===== src/rtl/wb_pkg.sv =====
// Shared types and constants for the write-back stage.
// Result-source and load-format encodings match the decode stage control fields.
package wb_pkg;

  typedef enum logic [1:0] {
    RES_ALU  = 2'd0,
    RES_LOAD = 2'd1,
    RES_PC4  = 2'd2,
    RES_IMM  = 2'd3
  } result_sel_e;

  typedef enum logic [2:0] {
    LT_LB  = 3'd0,
    LT_LH  = 3'd1,
    LT_LW  = 3'd2,
    LT_LD  = 3'd3,
    LT_LBU = 3'd4,
    LT_LHU = 3'd5,
    LT_LWU = 3'd6
  } load_type_e;

  localparam int ZERO_REG_ADDR = 0;

endpackage


===== src/rtl/load_extend.sv =====
// Combinational sub-word load extraction with sign/zero extension.
// Offsets are aligned down to the access size before the lane shift.
module load_extend
  import wb_pkg::*;
#(
  parameter int XLEN  = 32,
  parameter int OFF_W = $clog2(XLEN/8)
) (
  input  logic [XLEN-1:0]  read_data,
  input  logic [2:0]       load_type,
  input  logic [OFF_W-1:0] byte_off,
  output logic [XLEN-1:0]  ext_data
);

  localparam bit IS_RV64 = (XLEN == 64);

  logic [OFF_W-1:0] half_off;
  logic [OFF_W-1:0] word_off;
  logic [7:0]       byte_val;
  logic [15:0]      half_val;
  logic [31:0]      word_val;
  logic [XLEN-1:0]  sext_b;
  logic [XLEN-1:0]  zext_b;
  logic [XLEN-1:0]  sext_h;
  logic [XLEN-1:0]  zext_h;
  logic [XLEN-1:0]  sext_w;
  logic [XLEN-1:0]  zext_w;
  logic [XLEN-1:0]  dword_val;

  assign half_off = byte_off & ~OFF_W'(1);
  assign word_off = byte_off & ~OFF_W'(3);

  assign byte_val = 8'(read_data >> {byte_off, 3'b000});
  assign half_val = 16'(read_data >> {half_off, 3'b000});
  assign word_val = 32'(read_data >> {word_off, 3'b000});

  assign sext_b = {{(XLEN-8){byte_val[7]}}, byte_val};
  assign zext_b = {{(XLEN-8){1'b0}}, byte_val};
  assign sext_h = {{(XLEN-16){half_val[15]}}, half_val};
  assign zext_h = {{(XLEN-16){1'b0}}, half_val};

  // On RV32 a word already fills the datapath, so LD and LWU collapse onto LW.
  generate
    if (IS_RV64) begin : g_rv64
      assign sext_w    = {{(XLEN-32){word_val[31]}}, word_val};
      assign zext_w    = {{(XLEN-32){1'b0}}, word_val};
      assign dword_val = read_data;
    end else begin : g_rv32
      assign sext_w    = XLEN'(word_val);
      assign zext_w    = XLEN'(word_val);
      assign dword_val = XLEN'(word_val);
    end
  endgenerate

  always_comb begin
    ext_data = sext_w;
    case (load_type)
      LT_LB:   ext_data = sext_b;
      LT_LH:   ext_data = sext_h;
      LT_LD:   ext_data = dword_val;
      LT_LBU:  ext_data = zext_b;
      LT_LHU:  ext_data = zext_h;
      LT_LWU:  ext_data = zext_w;
      default: ext_data = sext_w;
    endcase
  end

endmodule


===== src/rtl/writeback_unit.sv =====
// Write-back stage: result select, load extension and the registered write port.
// Define WB_INSTRET_EN to build in the 64-bit retired-instruction counter.
module writeback_unit
  import wb_pkg::*;
#(
  parameter int XLEN   = 32,
  parameter int REG_AW = 5,
  parameter int OFF_W  = $clog2(XLEN/8)
) (
  input  logic              clock,
  input  logic              reset,
  input  logic              valid_w,
  input  logic              stall_w,
  input  logic              flush_w,
  input  logic              reg_write_w,
  input  logic [1:0]        result_sel_w,
  input  logic [2:0]        load_type_w,
  input  logic [OFF_W-1:0]  byte_off_w,
  input  logic [REG_AW-1:0] write_reg_w,
  input  logic [XLEN-1:0]   alu_out_w,
  input  logic [XLEN-1:0]   read_data_w,
  input  logic [XLEN-1:0]   pc_plus4_w,
  input  logic [XLEN-1:0]   imm_w,
  output logic              reg_write_ds,
  output logic [REG_AW-1:0] write_reg_ds,
  output logic [XLEN-1:0]   data_out,
  output logic              valid_ds
`ifdef WB_INSTRET_EN
  ,
  output logic [63:0]       instret
`endif
);

  logic [XLEN-1:0]   load_value;
  logic [XLEN-1:0]   result_next;
  logic              write_en_next;
  logic              capture;
  logic              valid_reg;
  logic              reg_write_reg;
  logic [REG_AW-1:0] write_reg_reg;
  logic [XLEN-1:0]   data_reg;

  load_extend #(
    .XLEN (XLEN),
    .OFF_W(OFF_W)
  ) u_load_extend (
    .read_data(read_data_w),
    .load_type(load_type_w),
    .byte_off (byte_off_w),
    .ext_data (load_value)
  );

  always_comb begin
    result_next = alu_out_w;
    case (result_sel_w)
      RES_LOAD: result_next = load_value;
      RES_PC4:  result_next = pc_plus4_w;
      RES_IMM:  result_next = imm_w;
      default:  result_next = alu_out_w;
    endcase
  end

  // x0 is hardwired to zero, so a write to it is never presented to the register file.
  assign write_en_next = reg_write_w & valid_w & (write_reg_w != REG_AW'(ZERO_REG_ADDR));
  assign capture       = ~flush_w & ~stall_w;

  always_ff @(posedge clock or negedge reset) begin
    if (!reset) begin
      valid_reg     <= 1'b0;
      reg_write_reg <= 1'b0;
      write_reg_reg <= '0;
      data_reg      <= '0;
    end else if (flush_w) begin
      valid_reg     <= 1'b0;
      reg_write_reg <= 1'b0;
      write_reg_reg <= '0;
      data_reg      <= '0;
    end else if (capture) begin
      valid_reg     <= valid_w;
      reg_write_reg <= write_en_next;
      write_reg_reg <= write_reg_w;
      data_reg      <= result_next;
    end
  end

  assign valid_ds     = valid_reg;
  assign reg_write_ds = reg_write_reg;
  assign write_reg_ds = write_reg_reg;
  assign data_out     = data_reg;

`ifdef WB_INSTRET_EN
  logic [63:0] instret_reg;

  // Counts every captured real instruction, including ones that write no register.
  always_ff @(posedge clock or negedge reset) begin
    if (!reset) begin
      instret_reg <= '0;
    end else if (capture && valid_w) begin
      instret_reg <= instret_reg + 64'd1;
    end
  end

  assign instret = instret_reg;
`else
  // Counter not built: no extra state beyond the output register.
`endif

endmodule


===== config.mk =====
export PLATFORM = sky130hd
export DESIGN_NAME = writeback_unit
export DESIGN_NICKNAME = d
export VERILOG_FILES = /design/src/rtl/wb_pkg.sv /design/src/rtl/load_extend.sv /design/src/rtl/writeback_unit.sv
export SDC_FILE = /design/constraint.sdc
export NUM_CORES = 1
export LEC_CHECK = 0
export ABC_AREA = 1
export BUFFER_PORTS_ARGS = -buffer_cell sky130_fd_sc_hd__buf_2
export CAP_MARGIN = 25
export CORE_MARGIN = 2
export CORE_UTILIZATION = 35
export CTS_BUF_LIST = sky130_fd_sc_hd__clkbuf_16
export DETAILED_ROUTE_END_ITERATION = 10
export PLACE_DENSITY = 0.69
export SLEW_MARGIN = 20
export SYNTH_ARGS = -nofsm -noshare
export SYNTH_HDL_FRONTEND = slang
export SYNTH_SLANG_ARGS = --single-unit
export TNS_END_PERCENT = 100

===== constraint.sdc =====
create_clock -name clock -period 1.25 [get_ports clock]
set_clock_uncertainty 0.2 [all_clocks]
set_input_delay 0 -clock clock [delete_from_list [all_inputs] [get_ports clock]]
set_output_delay 0 -clock clock [all_outputs]
set_load 0.02 [all_outputs]

Word level (Yosys, flattened, before mapping)
Index checks and enable logic that the tools add are counted.

Bitwise operators: 5. Shifts and indexed selects: 2. Equality and inequality tests: 6. Multiplexer cells: 10. Reductions and logical operators: 3.

Operators by type and width (count): $pmux W32 S4 (1); $pmux W32 S3 (1); $mux W32 (2); $shr A32 B5 Y16 (1); $shr A32 B5 Y8 (1); $mux W5 (2); $eq A3 B3 Y1 const B (2); $reduce_bool A5 Y1 (1); $eq A2 B2 Y1 const B (2); $mux W1 (4); $and A1 B1 Y1 (3); $eq A3 B1 Y1 const B (1); $logic_not A3 Y1 (1); $eq A2 B1 Y1 const B (1); $not A1 Y1 (2); $reduce_bool A2 Y1 (1).

Input bits: 146. Word-level logic and storage cells: 30. Bits in registers: 39.

Logic depth before layout (Yosys ltp)
Gate-level depths: netlist of run 1.

Word-level depth: 5. Mapped depth: 11.

Cells and area by module
A second synthesis of run 1 with hierarchy kept.

Cell total of the unflattened synthesis: 586. Area, all modules: 3634.7 um2.

By module, submodules not included: writeback_unit (instances 1, cells an instance 390, area an instance 2620.0 um2); load_extend (instances 1, cells an instance 196, area an instance 1014.7 um2).

Worst setup path after synthesis of run 1
No wires, ideal clock.

Path type: input to register. Start: in byte_off_w[1]. End: reg data_reg[26], in the netlist data_out[26]. Required time: 0.933 ns. Path slack: 0.085 ns. Setup time: 0.117 ns. Path buffers: 2. Arrival: 0.848 ns. Stages on the path: 10. Path through: buf_6 nand2_4 nand2_1 a21oi_2 nand2_4 buf_12 nand2_2 o21ai_2 nand2_1 nand2_1.

Cells in the longest elaborated chain, start to end: 5. Elaborated cells between the ends (all ways): 6. Those cells by class: shift (2); mux (4).

Ends and longest elaborated chain: start: declaration (line writeback_unit.sv:18) `input logic [OFF_W-1:0] byte_off_w,`; $shr A32 B5 Y16 / $shr A32 B5 Y8 (equally long branches) (line load_extend.sv:34, load_extend.sv:33); $pmux W32 S4 (*) (line load_extend.sv:57) `case (load_type)`; $pmux W32 S3 (*) (line writeback_unit.sv:55) `case (result_sel_w)`; $mux W32 (*) (line writeback_unit.sv:78) `end else if (capture) begin`; $mux W32 (*) (line writeback_unit.sv:73) `end else if (flush_w) begin`; end signal: assignment (line writeback_unit.sv:82) `data_reg <= result_next;`; end: declaration (line writeback_unit.sv:41) `logic [XLEN-1:0] data_reg;`.

Mark *: on every way between the ends. The rest lies on a longest branch, timed or not. The select of a mux whose other input is x is not followed. A chain may end at the register's enable or synchronous reset.

Worst setup path after layout of run 1
Start: in stall_w. End: reg write_reg_reg[1], in the netlist write_reg_ds[1].

Cells in the longest elaborated chain, start to end: 3.

Ends and longest elaborated chain: start: declaration (line writeback_unit.sv:13) `input logic stall_w,`; $not A1 Y1 (line writeback_unit.sv:65) `assign capture = ~flush_w & ~stall_w;`; $and A1 B1 Y1 (line writeback_unit.sv:65); $reduce_bool A2 Y1 (no source line); end signal: assignment (line writeback_unit.sv:81) `write_reg_reg <= write_reg_w;`; end: declaration (line writeback_unit.sv:40) `logic [REG_AW-1:0] write_reg_reg;`.

No other way between the ends.

==> results of run 1 <==
[path summary, 6_finish.rpt]
check / endpoint / slack [ps] / cells past startpoint
hold / removal: data_out[17] / -10 / 7
max in group asynchronous: data_out[10] / 630 / 3
min in group asynchronous: write_reg_ds[0] / 20 / 3
setup reg to reg: write_reg_ds[1] / 340 / 1
setup / recovery: write_reg_ds[1] / 80 / 6
hold reg to reg: data_out[29] / 280 / 2
[cells in the final DEF, fill, tap and decap left out, types with 4 or more instances in the layout]
| master | n |
|---|---|
| nand2_2 | 7 |
| dfrtp_1 | 39 |
| a22o_1 | 4 |
| inv_1 | 29 |
| o21ai_2 | 6 |
| buf_4 | 32 |
| nor2_1 | 127 |
| dlygate4sd3_1 | 107 |
| buf_12 | 6 |
| o211ai_1 | 5 |
| nand2_1 | 177 |
| nand3_1 | 25 |
| o21ai_1 | 8 |
| inv_2 | 6 |
| o21ai_0 | 30 |
| a21oi_1 | 41 |
| clkbuf_16 | 5 |
| buf_2 | 182 |
[area by class of cell]
type	instances	area share, %
timing repair buffer	329	41.1
multi-input combinational	441	33.9
sequential	39	17.0
inverter	35	2.37
tap	108	2.35
clock buffer	5	2.18
clock inverter	3	1.11
[state kept, by name, summed over array words and instances (netlist names)]
name,cells
valid_ds,1
write_reg_ds,5
data_out,32
reg_write_ds,1
[kinds of logic after synthesis]
logic type | count (synthesis) | synth area share, %
flip-flops | 39 | 30.4
AND/OR/NAND/NOR | 346 | 43.6
buffers and inverters | 67 | 9.54
AO/OA/AOI/OAI | 95 | 16.5
[layer usage]
metal,global-route usage [%],wire [um],vias to the layer above
met1,35.3,5700,2184
met4,9.59,425,2
met2,54.7,7340,325
met3,6.20,1470,43
met5,0,13,-
li1,-,-,2325
[stage by stage]
stage	setup TNS, ps	utilization (%)
after CTS	0	65.1
after global routing	0	65.3
after detailed placement	-4180	50.7
after global placement	-2330	50.7
final	0	65.3
after floorplan	0	-
[repair_timing]
item	4_1_cts	5_1_grt
hold buffers	108	0
resized for setup	0	7
setup endpoints to repair	0	9
endpoints found under the hold margin	78	0
[power by group]
part / switching (mW) / total [mW] / internal (mW)
Combinational: 0.839 / 1.59 / 0.753
Sequential: 0.0547 / 1.40 / 1.35
Clock: 0.528 / 1.67 / 1.14
Total: 1.42 / 4.66 / 3.24
==> out/results.tsv, run 1 <==
stage	metric	value	unit
cts	H-Tree Depth	2	
critical_path	RR Startpoint	write_reg_ds[1]	
cells_and_area	Area Overhead vs Synth	79.0	%
floorplan	Die Y-Extent	99.8	um
detailed_routing	Pre-antenna DRT Iters	5	
synthesis	synthesized flop and latch total	39	
critical_path	Critical Path End Type	register	
detailed_routing	Wirelength per Cell	15.6	um
power_and_ir_drop	Lkg Pwr	3.20	nW
cells_and_area	final net count	997	
critical_path	Crit Path Max Fanout	16	
global_routing	initial antenna violation count	1	
critical_path	CP Cell Sequence	buf_2, inv_1, nor2_2, dlygate4sd3_1, buf_4, a22o_1	
power_and_ir_drop	pwr dens	811	nW/um^2
run_status	status	complete, but fails checks	
floorplan	DIE AREA	9960	um^2
synthesis	top post-synthesis cells by count	nand2_1 (178), nor2_1 (128), a21oi_1 (41), dfrtp_1 (39), o21ai_0 (31)	
synthesis	Synth Cell Area	3210	um^2
place	gpl congestion	0.929	
place	Placed Instances	845	
critical_path	kind of critical path	in -> reg	
global_routing	Global Route Usage Sum	30.0	%
global_routing	largest net degree at the start of global routing	40	
power_and_ir_drop	Worst VDD drop	0.673	mV
floorplan	Core Box Area	8810	um^2
sta	Max Transition Viols Final	0	
cts	TritonCTS buffer count	5	
detailed_routing	ANT nets after route	0	
detailed_routing	initial drt markers	320	
sta	fin worst setup slack	77.5	ps
power_and_ir_drop	total power	4.66	mW
synthesis	Yosys cell types	27	
synthesis	number of flops mapped to enable cells by yosys	0	
place	post-detail-place hpwl	10.0	mm
sta	final hold violation count	2	
cells_and_area	fin area	5750	um^2
floorplan	IO Count	185	
cts	Bufs on Longest Clock Path	2	
cts	setup bufs post-CTS	0	
sta	Slew HR	58.8	%
synthesis	Synth Flop Type	dfrtp_1	
synthesis	Post-Syn Instances	547	
cts	# clock sinks	39	
place	DP Worst Slack	-198	ps
synthesis	most frequent cell after synthesis	nand2_1	
critical_path	largest stage delay on the critical path	550	ps
sta	Final Setup Violations	0	
cells_and_area	footprint of the multi-input gates	1950	um^2
critical_path	crit-path leading delay family	buffers and inverters	
place	Area after DPL	4460	um^2
critical_path	CP required	1220	ps
synthesis	asr flop ratio synth	100	%
sta	Worst-Margin Slew	617	ps
critical_path	CP startpoint kind	primary input	
cts	root buf cell	clkbuf_16	
run_status	failing checks	negative hold slack	
run	Max-Cap Viols	0	
detailed_routing	DRT Wirelength	15.0	mm
floorplan	die width	99.8	um
sta	Tcrit/Tclk final	93.8	%
synthesis	synth top area cells	dfrtp_1 (30%), nand2_1 (21%), nor2_1 (15%)	
cells_and_area	FILL cells	749	
critical_path	Worst path slowest cell	dlygate4sd3_1	
cts	TritonCTS clock tree	done	
worst_hold_path	Hold Crit Start	read_data_w[17]	
sta	Max Clk Rate	853	MHz
cts	CTS clock-pin slew for the worst setup and hold paths	60	ps
worst_hold_path	Min-Delay Path Class	in -> reg	
place	port bufs	184	
floorplan	starting density of the core	36.5	%
detailed_routing	vias per std cell	5.08	
synthesis	post-synthesis sequential area ratio	30.4	%
global_routing	vias in the first global route	4870	
detailed_routing	number of remaining DRC errors	0	
floorplan	Core Rows	34	
cts	clock latency on the worst-skew pair	280	ps
synthesis	top-area cell type share of the netlist area	30.4	%
cells_and_area	fin cells	960	
sta	Final Critical Period	1170	ps
sta	RSZ-0062 raised after global routing	no	
cells_and_area	# diodes	0	
synthesis	synthesized net count	693	
critical_path	Setup crit start	stall_w	
cells_and_area	Seq. cell area	976	um^2
critical_path	Critical path buffers and inverters	4	
synthesis	cell taking the most area after synthesis	dfrtp_1	
detailed_routing	Via Count	4879	
global_routing	global-route wire length before repair	23.8	mm
synthesis	Avg Inst Size Synth	5.87	um^2
critical_path	Critical Path AT	1140	ps
cells_and_area	share of cells above drive strength 1	30.2	%
global_routing	global route overflow	0	
sta	hold slack	-10.3	ps
synthesis	Synth warnings	0	
(Power assumes the default switching activity.)
==> run 2, diff against run 1 <==
CORE_ASPECT_RATIO = 0.75   (was default)
==> run 2 against run 1 <==
The flow still finishes with violations (negative hold slack). Hold slack better by 6.2 ps. Critical path type unchanged. Sequential power barely moved. Maximum frequency decreased by 3.3%. Sequential cell count did not move.
==> out/results.tsv, run 2 (synthesis gave the netlist of run 1 again) <==
stage	metric	value	unit
critical_path	crit-path leading delay family	buffers and inverters	
global_routing	vias in the first global route	4664	
critical_path	critical path depth	8	
critical_path	Crit Path Max Fanout	1	
sta	Final Setup Violations	0	
power_and_ir_drop	Sw Ratio	32.9	%
global_routing	initial antenna violation count	1	
sta	hold slack	-4.13	ps
global_routing	global-route wire length before repair	22.1	mm
sta	Tcrit/Tclk final	97.0	%
critical_path	kind of critical path	in -> reg	
power_and_ir_drop	pwr dens	747	nW/um^2
critical_path	worst reg2reg path depth	1	
cts	CTS clock-pin slew for the worst setup and hold paths	60	ps
sta	Max Transition Viols Final	0	
sta	Final Critical Period	1210	ps
floorplan	die width	115	um
global_routing	largest net degree at the start of global routing	40	
cells_and_area	most frequent cells in the layout	buf_2 (184), nand2_1 (177), nor2_1 (127)	
critical_path	CP startpoint kind	primary input	
floorplan	starting density of the core	35.8	%
detailed_routing	Via Count	4751	
cells_and_area	final net count	992	
place	gpl congestion	0.984	
sta	Slew HR	59.0	%
cells_and_area	share of cells above drive strength 1	30.1	%
critical_path	largest stage delay on the critical path	550	ps
run_status	status	complete, but fails checks	
place	port bufs	184	
detailed_routing	vias per std cell	4.95	
cts	# clock sinks	39	
cells_and_area	fin area	5590	um^2
run	Max-Cap Viols	0	
critical_path	CP required	1220	ps
cts	TritonCTS buffer count	5	
global_routing	Global Route Usage Sum	28.1	%
power_and_ir_drop	combinational share of power	36.8	%
cts	H-Tree Depth	2	
power_and_ir_drop	Lkg Pwr	3.12	nW
worst_hold_path	WHS Path Cells	5	
cells_and_area	commonest non-fill, non-tap cell in the layout	buf_2	
sta	RSZ-0062 raised after global routing	yes	
detailed_routing	DRT Wirelength	14.2	mm
cells_and_area	number of flip-flops in the largest register	32	
floorplan	Core Rows	30	
critical_path	Critical Path AT	1190	ps
critical_path	CP Cell Sequence	dlygate4sd3_1, buf_2, o21ai_0, nand2_1, inv_1, nand2_1, nand2_1, nand2_1	
cells_and_area	Area Overhead vs Synth	73.9	%
cells_and_area	# diodes	0	
critical_path	Critical Path End Type	register	
run_status	failing checks	negative hold slack	
power_and_ir_drop	Pint	2.80	mW
floorplan	IO Count	185	
sta	final hold violation count	7	
cts	setup bufs post-CTS	0	
cts	clock latency on the worst-skew pair	270	ps
critical_path	Worst path most repeated cell	nand2_1	
global_routing	global route overflow	0	
critical_path	Worst path slowest cell	dlygate4sd3_1	
detailed_routing	Wirelength per Cell	14.8	um
critical_path	Critical path buffers and inverters	3	
power_and_ir_drop	P_sw	1.37	mW
detailed_routing	ANT nets after route	0	
place	Area after DPL	4390	um^2
worst_hold_path	Min-Delay Path Class	in -> reg	
sta	Max Clk Rate	825	MHz
floorplan	DIE AREA	9970	um^2
cts	TritonCTS clock tree	done	
floorplan	Core Box Area	8970	um^2
cts	Bufs on Longest Clock Path	2	
power_and_ir_drop	clock network fraction of design power	29.6	%
cts	root buf cell	clkbuf_16	
detailed_routing	Pre-antenna DRT Iters	5	
sta	Worst-Margin Slew	614	ps
cells_and_area	final core occ	62.3	%
detailed_routing	initial drt markers	313	
cells_and_area	FILL cells	796	
power_and_ir_drop	sequential power share	33.7	%
place	post-detail-place hpwl	9.91	mm
power_and_ir_drop	Worst VDD drop	0.598	mV
floorplan	Die Y-Extent	87.0	um
detailed_routing	number of remaining DRC errors	0	
run 2: cell count changes in the layout (fill, tap and decap cells not counted), moves of 2 or more:
cell           before  now
buf_12              6    2
dlygate4sd3_1     107  105
bufinv_16           2    0
buf_2             182  184
clkinv_2            0    3
run 2: final timing paths:
path | slack, ps | start | to
min | -4 | flush_w | data_out[24]
max in group asynchronous | 630 | reset | data_out[27]
min in group asynchronous | 20 | reset | write_reg_ds[2]
max reg2reg | 330 | write_reg_ds[3] | write_reg_ds[3]
min reg2reg | 280 | data_out[9] | data_out[9]
max | 40 | pc_plus4_w[18] | data_out[18]
run 2: power groups by stage:
stage,clock network [mW],registers (mW),logic (mW)
finish,1.23,1.40,1.53
global route,1.33,1.41,1.68
CTS,1.27,1.40,1.51
detailed placement,0,1.42,1.25
global placement,0,1.42,1.24
floorplan,0,1.53,0.565
run 2: timing repair:
| action | in CTS | in global routing |
|---|---|---|
| endpoints found under the setup margin | 0 | 6 |
| hold buffers | 105 | 0 |
| gates resized for setup | 0 | 2 |
| hold endpoints to repair | 78 | 0 |
run 2: final cells by class:
class	instances	area, um^2	area share [%]
timing repair buffer	324	2260	40.4
clock inverter	3	15.0	0.269
multi-input combinational	441	1940	34.6
sequential	39	976	17.5
clock buffer	5	125	2.24
tap	112	140	2.51
inverter	35	136	2.44
run 2: per-layer routing:
layer	GRT usage, %	wire [um]
met1	35.1	5870
met3	5.15	1280
met5	0	0
met4	10.9	310
met2	48.5	6750
run 2: per-stage QoR:
stage / total power [mW] / TNS (ps) / setup slack (ps) / instances / hold WS (ps)
final: 4.17 / 0 / 37.7 / 959 / -4.13
after global routing: 4.41 / -3.71 / -3.71 / 959 / 7.19
after CTS: 4.18 / 0 / 136 / 959 / -16.3
after detailed placement: 2.67 / -3130 / -158 / 846 / -212
after global placement: 2.66 / -1750 / -104 / 846 / -212
after floorplan: 2.09 / 0 / 85.3 / 547 / -496
